`src/rtl/shift_left_arbiter.sv`:
```
// rtl/shift_left_arbiter.sv - two-requester round-robin arbiter sharing one 16-bit left shifter
//
// Purpose: serialises shift operations from two ALU issue ports onto one
// zero-fill left shifter and holds each result, tagged with its source, in
// a one-entry output register that honours downstream backpressure.
//
// Optional feature macro: SHIFT_LEFT_ARBITER_STATS_EN (per-requester grant
// counters with synchronous clear).
//
// Ports:
//   clk, rst_n                      clock, asynchronous active-low reset
//   req0_valid/req0_a/req0_amt      requester 0 operation (operand, shift 0..15)
//   req0_ready                      requester 0 operation accepted this cycle
//   req1_valid/req1_a/req1_amt      requester 1 operation
//   req1_ready                      requester 1 operation accepted this cycle
//   res_valid/res_data/res_src      registered result and its source requester
//   res_ready                       consumer takes the result this cycle
//   stats_clr                       (stats build) zero both grant counters
//   grant_cnt0/grant_cnt1           (stats build) saturating handshake counts
module shift_left_arbiter #(
  parameter int unsigned RESET_PRIO = 0
) (
  input  logic        clk,
  input  logic        rst_n,
  input  logic        req0_valid,
  input  logic [15:0] req0_a,
  input  logic [3:0]  req0_amt,
  output logic        req0_ready,
  input  logic        req1_valid,
  input  logic [15:0] req1_a,
  input  logic [3:0]  req1_amt,
  output logic        req1_ready,
  output logic        res_valid,
  output logic [15:0] res_data,
  output logic        res_src,
  input  logic        res_ready
`ifdef SHIFT_LEFT_ARBITER_STATS_EN
  ,
  input  logic        stats_clr,
  output logic [15:0] grant_cnt0,
  output logic [15:0] grant_cnt1
`endif
);

  localparam logic PRIO = RESET_PRIO[0];

  typedef enum logic {
    EMPTY = 1'b0,
    FULL  = 1'b1
  } state_t;

  state_t      state_q, state_d;
  logic        last_grant_q;
  logic [15:0] data_q;
  logic        src_q;

  logic        accept_ok;
  logic        grant_any;
  logic        grant_sel;
  logic        handshake;
  logic [15:0] sel_a;
  logic [3:0]  sel_amt;
  logic [15:0] shifted;

  // Arbitration and output-stage next state.
  always_comb begin
    grant_any = 1'b0;
    grant_sel = 1'b0;
    accept_ok = 1'b0;
    handshake = 1'b0;
    state_d   = state_q;

    if (req0_valid && req1_valid) begin
      grant_any = 1'b1;
      grant_sel = ~last_grant_q;
    end else if (req0_valid) begin
      grant_any = 1'b1;
      grant_sel = 1'b0;
    end else if (req1_valid) begin
      grant_any = 1'b1;
      grant_sel = 1'b1;
    end

    // rst_n gates acceptance so no ready is reported while reset is held,
    // even though the output stage already reads EMPTY.
    accept_ok = rst_n && ((state_q == EMPTY) || res_ready);
    handshake = accept_ok && grant_any;

    if (handshake) begin
      state_d = FULL;
    end else if ((state_q == FULL) && res_ready) begin
      state_d = EMPTY;
    end
  end

  assign req0_ready = handshake && (grant_sel == 1'b0);
  assign req1_ready = handshake && (grant_sel == 1'b1);

  // Only the granted operand reaches the shifter; it is sampled on the
  // handshake edge, so res_data has no combinational path from the inputs.
  assign sel_a   = grant_sel ? req1_a   : req0_a;
  assign sel_amt = grant_sel ? req1_amt : req0_amt;
  assign shifted = sel_a << sel_amt;

  always_ff @(posedge clk or negedge rst_n) begin
    if (!rst_n) begin
      state_q      <= EMPTY;
      last_grant_q <= ~PRIO;
      data_q       <= 16'h0000;
      src_q        <= 1'b0;
    end else begin
      state_q <= state_d;
      if (handshake) begin
        data_q       <= shifted;
        src_q        <= grant_sel;
        last_grant_q <= grant_sel;
      end
    end
  end

  assign res_valid = (state_q == FULL);
  assign res_data  = data_q;
  assign res_src   = src_q;

`ifdef SHIFT_LEFT_ARBITER_STATS_EN
  logic [15:0] cnt0_q;
  logic [15:0] cnt1_q;

  // Clear has priority over a same-cycle increment; counts stick at all-ones.
  always_ff @(posedge clk or negedge rst_n) begin
    if (!rst_n) begin
      cnt0_q <= 16'h0000;
      cnt1_q <= 16'h0000;
    end else if (stats_clr) begin
      cnt0_q <= 16'h0000;
      cnt1_q <= 16'h0000;
    end else begin
      if (req0_ready && (cnt0_q != 16'hFFFF)) begin
        cnt0_q <= cnt0_q + 16'd1;
      end
      if (req1_ready && (cnt1_q != 16'hFFFF)) begin
        cnt1_q <= cnt1_q + 16'd1;
      end
    end
  end

  assign grant_cnt0 = cnt0_q;
  assign grant_cnt1 = cnt1_q;
`endif

endmodule

```
`config.mk`:
```
export PLATFORM = sky130hd
export DESIGN_NAME = shift_left_arbiter
export DESIGN_NICKNAME = d
export VERILOG_FILES = /design/src/rtl/shift_left_arbiter.sv
export SDC_FILE = /design/constraint.sdc
export NUM_CORES = 1
export LEC_CHECK = 0
export BUFFER_PORTS_ARGS = -buffer_cell sky130_fd_sc_hd__clkbuf_2
export CORE_MARGIN = 10
export CORE_UTILIZATION = 55
export CTS_BUF_LIST = sky130_fd_sc_hd__clkbuf_16
export CTS_CLUSTER_SIZE = 25
export DETAILED_ROUTE_END_ITERATION = 8
export MAX_ROUTING_LAYER = met4
export PLACE_DENSITY = 0.9
export SYNTH_ARGS = -nofsm -noshare
export SYNTH_HDL_FRONTEND = slang
export SYNTH_SLANG_ARGS = --single-unit
```
`constraint.sdc`:
```
create_clock -name clk -period 4.7 [get_ports clk]
set_input_delay 0.705 -clock clk [delete_from_list [all_inputs] [get_ports clk]]
set_output_delay 0.705 -clock clk [all_outputs]
set_load 0.01 [all_outputs]
```
* Word-level counts from Yosys, hierarchy flattened *
Cells that the tools add are included.

word-level totals
  register bits after elaboration = 19
  latch bits = 0
  memory bits (writable) = 0
  bits in read-only memories = 0
  input port bits = 45
  output and inout bits = 20
  logic and storage cells = 25
  memories = 0

operators by class
  $add $sub $neg = 0
  multiply operators = 0
  div/mod/pow operators = 0
  order comparisons = 0
  equality and inequality tests = 0
  shift operators = 1
  muxes and demuxes = 9
  bitwise logic cells = 3
  reduce and logical (&&, ||, !) cells = 8

operators with widths
  cell                                           number
  16-bit two-way mux                             1
  16-bit by 4-bit left shift with 16-bit output  1
  1-bit two-way mux                              7
  1-bit logical AND                              6
  4-bit two-way mux                              1
  1-bit inverter                                 3
  2-bit nonzero test                             1
  1-bit logical OR                               1

* Longest topological paths before layout *
  depth after elaboration = 5
  gate-level depth with buffers = 7
  gate-level depth less buffers = 5

* Worst setup path after synthesis *
No wires, ideal clock.

  path kind = in2out
  start point = input req1_valid
  end point = output req1_ready
  arrival time = 1.530 ns
  required time = 3.995 ns
  setup slack = 2.465 ns
  stages on the path = 4
  path buffers = 1
  path through = o21ai_0 nand2b_1 clkbuf_1 nor2_1

on the way
  cells in the longest elaborated chain, start to end = 5
  elaborated cells between the ends (all ways) = 8
  those cells by class = 5 x mux; 3 x reduce/logical

RTL lines
  element                line  RTL
  start: declaration     29    input logic req1_valid,
  1-bit two-way mux      79    end else if (req1_valid) begin
  1-bit two-way mux      76    end else if (req0_valid) begin
  1-bit two-way mux      73    if (req0_valid && req1_valid) begin
  1-bit logical AND      87    handshake = accept_ok && grant_any;
  1-bit logical AND (*)  97    assign req1_ready = handshake && (grant_sel == 1'b1);
  end: declaration       32    output logic req1_ready,

Mark *: on every way between the ends. The rest lies on a longest branch, timed or not.

* Worst setup path in the final report *
  start point = input rst_n
  end point = output req1_ready

on the way
  cells in the longest elaborated chain, start to end = 3

RTL lines
  element             line  RTL
  start: declaration  24    input logic rst_n,
  1-bit logical AND   86    accept_ok = rst_n && ((state_q == EMPTY) || res_ready);
  1-bit logical AND   87
  1-bit logical AND   97

No other way between the ends.

==> impl_metrics.yaml <==
run_status:
  status: "finished clean"
detailed_routing:
  wirelength_mm: 5.92
  wl_per_cell_um: 19.3
  num_vias: 1962
  firstDrtPassIters: 5
  antenna_left: 0
  drc_errors: 0
  vias_per_cell: 6.41
  drtIter0Drc: 300
floorplan:
  ios: 65
  dieArea_um2: 6570
  die_h_um: 81.1
  core_area_um2: 3630
  rows: 22
  initial_utilization: 0.564
  die_x_um: 81.1
global_routing:
  antenna_found_initial: 0
  grt_use_total: 0.185
  grt_pass1_wl_mm: 9.49
  grt-ovfl-total: 0
  grt_max_degree: 27
  grt_pass1_vias: 1911
cts:
  ctsLongestPathBuffers: 2
  numCtsBuffers: 3
  cts_sinks: 19
  path_clk_slew_ns: 0.06
  cts_root_buf: "clkbuf_16"
  cts_setup_buffers: 0
  clock_latency_ns: 0.25
  cts_htree_levels: 1
  cts_tree: "done"
  ctsHoldBuffers: 0
  post_cts_resized: 0
setup_path:
  cp.required_ns: 3.99
  cp-endpoint: "req1_ready"
  r2r_end: "res_data[9]"
  crit_chain: "clkbuf_2, o21ai_0, nand2b_1, nor2_1, clkbuf_2"
  cpPeakStageDelay_ns: 0.56
  crit_path_top_delay_cell: "nand2b_1"
  critPathKind: "in2out"
  cp_max_fo: 22
  startpoint: "rst_n"
  worst-path-stages: 5
  cp.arrival_ns: 2.41
  crit-reg2reg-launch: "last_grant_q"
  ff2ff_path_depth: 5
  endpoint_kind: "primary output"
  critical-path-top-delay-family: "simple AND/OR/NAND/NOR gates"
  cp_common_cell: "clkbuf_2"
  crit_buf_inv: 2
  rrSetupSlack_ns: 2.32
  cp-start-kind: "input port"
cells_and_area:
  stdcell_area_um2: 2410
  drive_gt1_frac: 0.337
  multi_input_area_um2: 1460
  diodes: 0
  nNetsFinal: 304
  fillCellCount: 299
  synthToLayoutAreaGrowth_pct: 17.4
  final_cells: 306
  seq_area_um2: 477
  final_common_cell: "clkbuf_2"
  final_cell_mix: "clkbuf_2 (64), nand2_1 (30), mux2i_1 (27)"
sta:
  slew_viol_final: 0
  rsz0062_at_grt: "no"
  min_period_ns: 3.11
  post-route-period-util: 0.662
  fmax_mhz: 321
  clock_skew_ns: 0.00378
  setup_viol: 0
  hold_viol: 0
  worst_pin_slew_ns: 0.973
  relSlewSlack: 0.351
  fin_setup_tns_ns: 0
synthesis:
  synth-compound-area-share: 0.164
  syn_area_um2: 2050
  syn_nets: 250
  synth_top_family_by_area: "multiplexers"
  ys_ff_latch: 19
  synth-xor-area-share: 0
  synth_area_per_cell_um2: 10.0
  synthMuxAreaShare: 0.391
  yosys.area_share.simple: 0.155
  yosysSeqAreaShare: 0.232
  yosysTopAreaCell: "dfrtp_1"
  ys_warn_count: 0
  synth.distinct_cells: 46
  netlist_instances: 205
  yosys-top-cells-area: "dfrtp_1 (22%), mux2i_1 (13%), mux4_1 (13%), mux4_2 (7.7%), nand2_1 (5.5%)"
  synthAdderAreaFrac: 0
  synth.top_cell.area_share: 0.220
pwr:
  ir_drop_mv: 0.120
  power_density_nw_per_um2: 270
  p_total_uw: 651
  p_leak_uw: 0.00115
place:
  place_congestion: 0.935
  placed_cells: 302
  dp_hpwl_mm: 4.75
  portBuffers: 64
  place_area_um2: 2330
worst_hold_path:
  hold_path.class: "in2async"
flow_run:
  cap_violations: 0
worst min-delay path by stage:
stage | cells past startpoint | endpoint | startpoint
after global routing | 1 | res_data[5] | rst_n
after floorplan | 0 | res_data[0] | rst_n
final | 1 | res_data[15] | rst_n
after global placement | 2 | res_data[1] | res_data[1]
after CTS | 1 | res_data[3] | rst_n
after detailed placement | 2 | res_data[2] | res_data[2]
report_power, final:
part | switching (µW) | internal [µW]
sequential | 17.2 | 194
combinational | 148 | 118
clock | 60.3 | 114
total | 225 | 425
metal layers:
| metal | vias to the layer above | routed length, µm | track usage |
|---|---|---|---|
| met2 | 103 | 2860 | 0.297 |
| met4 | 0 | 202 | 0.0675 |
| met1 | 931 | 2480 | 0.234 |
| met5 | - | 0 | - |
| met3 | 20 | 377 | 0.0210 |
| li1 | 908 | - | - |
flip-flops by register name, indices dropped and copies added (netlist names):
| signal | flops |
|---|---|
| res_data | 16 |
| last_grant_q | 1 |
| res_src | 1 |
| res_valid | 1 |
stage by stage:
step / hold slack, ns / util / worst slack (ns)
2_1_floorplan: 0.409 / - / 2.46
3_3_place_gp: 0.467 / 0.640 / 1.64
3_5_place_dp: 0.476 / 0.640 / 1.57
4_1_cts: 0.417 / 0.663 / 1.56
5_1_grt: 0.439 / 0.663 / 1.37
6_report: 0.396 / 0.663 / 1.59
worst register-to-register path: cells and delay by family, from the launching register on:
| family | cells | cell delay [ns] |
|---|---|---|
| AOI/OAI and AO/OA | 4 | 1.60 |
| DFF | 1 | 0.55 |
| and+or+nand+nor | 1 | 0.12 |
final cells by class:
class                           instances  area share
Sequential cell                        19       0.198
Tap cell                               48      0.0249
Inverter                                2     0.00312
Clock buffer                            3      0.0312
Timing Repair Buffer                   65       0.136
Multi-Input combinational cell        168       0.604
Clock inverter                          1     0.00208
synth_stat cells, drive strengths merged:
| master | n |
|---|---|
| a21boi | 1 |
| mux2i | 30 |
| a22o | 3 |
| o32ai | 1 |
| a31o | 1 |
| a22oi | 1 |
| nand2 | 30 |
| a211o | 2 |
| o21a | 1 |
| clkbuf | 5 |
| dfstp | 1 |
| nand3 | 4 |
| a221o | 1 |
| a31oi | 2 |
| o21ai | 17 |
| nor2 | 10 |
| a2bb2oi | 1 |
| a21oi | 6 |
| nor4b | 2 |
| a21bo | 1 |
| a32oi | 2 |
| nor4 | 2 |
| nor3 | 8 |
| o31ai | 1 |
| o2111ai | 1 |
| nand4 | 3 |
| buf | 11 |
| nor2b | 1 |
| a21o | 4 |
| mux4 | 17 |
| o211ai | 3 |
| nand2b | 5 |
| inv | 2 |
| dfrtp | 18 |
| nand3b | 2 |
| or3 | 1 |
| mux2 | 4 |
logic make-up after synthesis:
logic type             after synthesis
muxes                               51
DFF                                 19
AOI/OAI and AO/OA                   49
and+or+nand+nor                     68
buffers and inverters               18
Power figures use the tool's default switching activity.
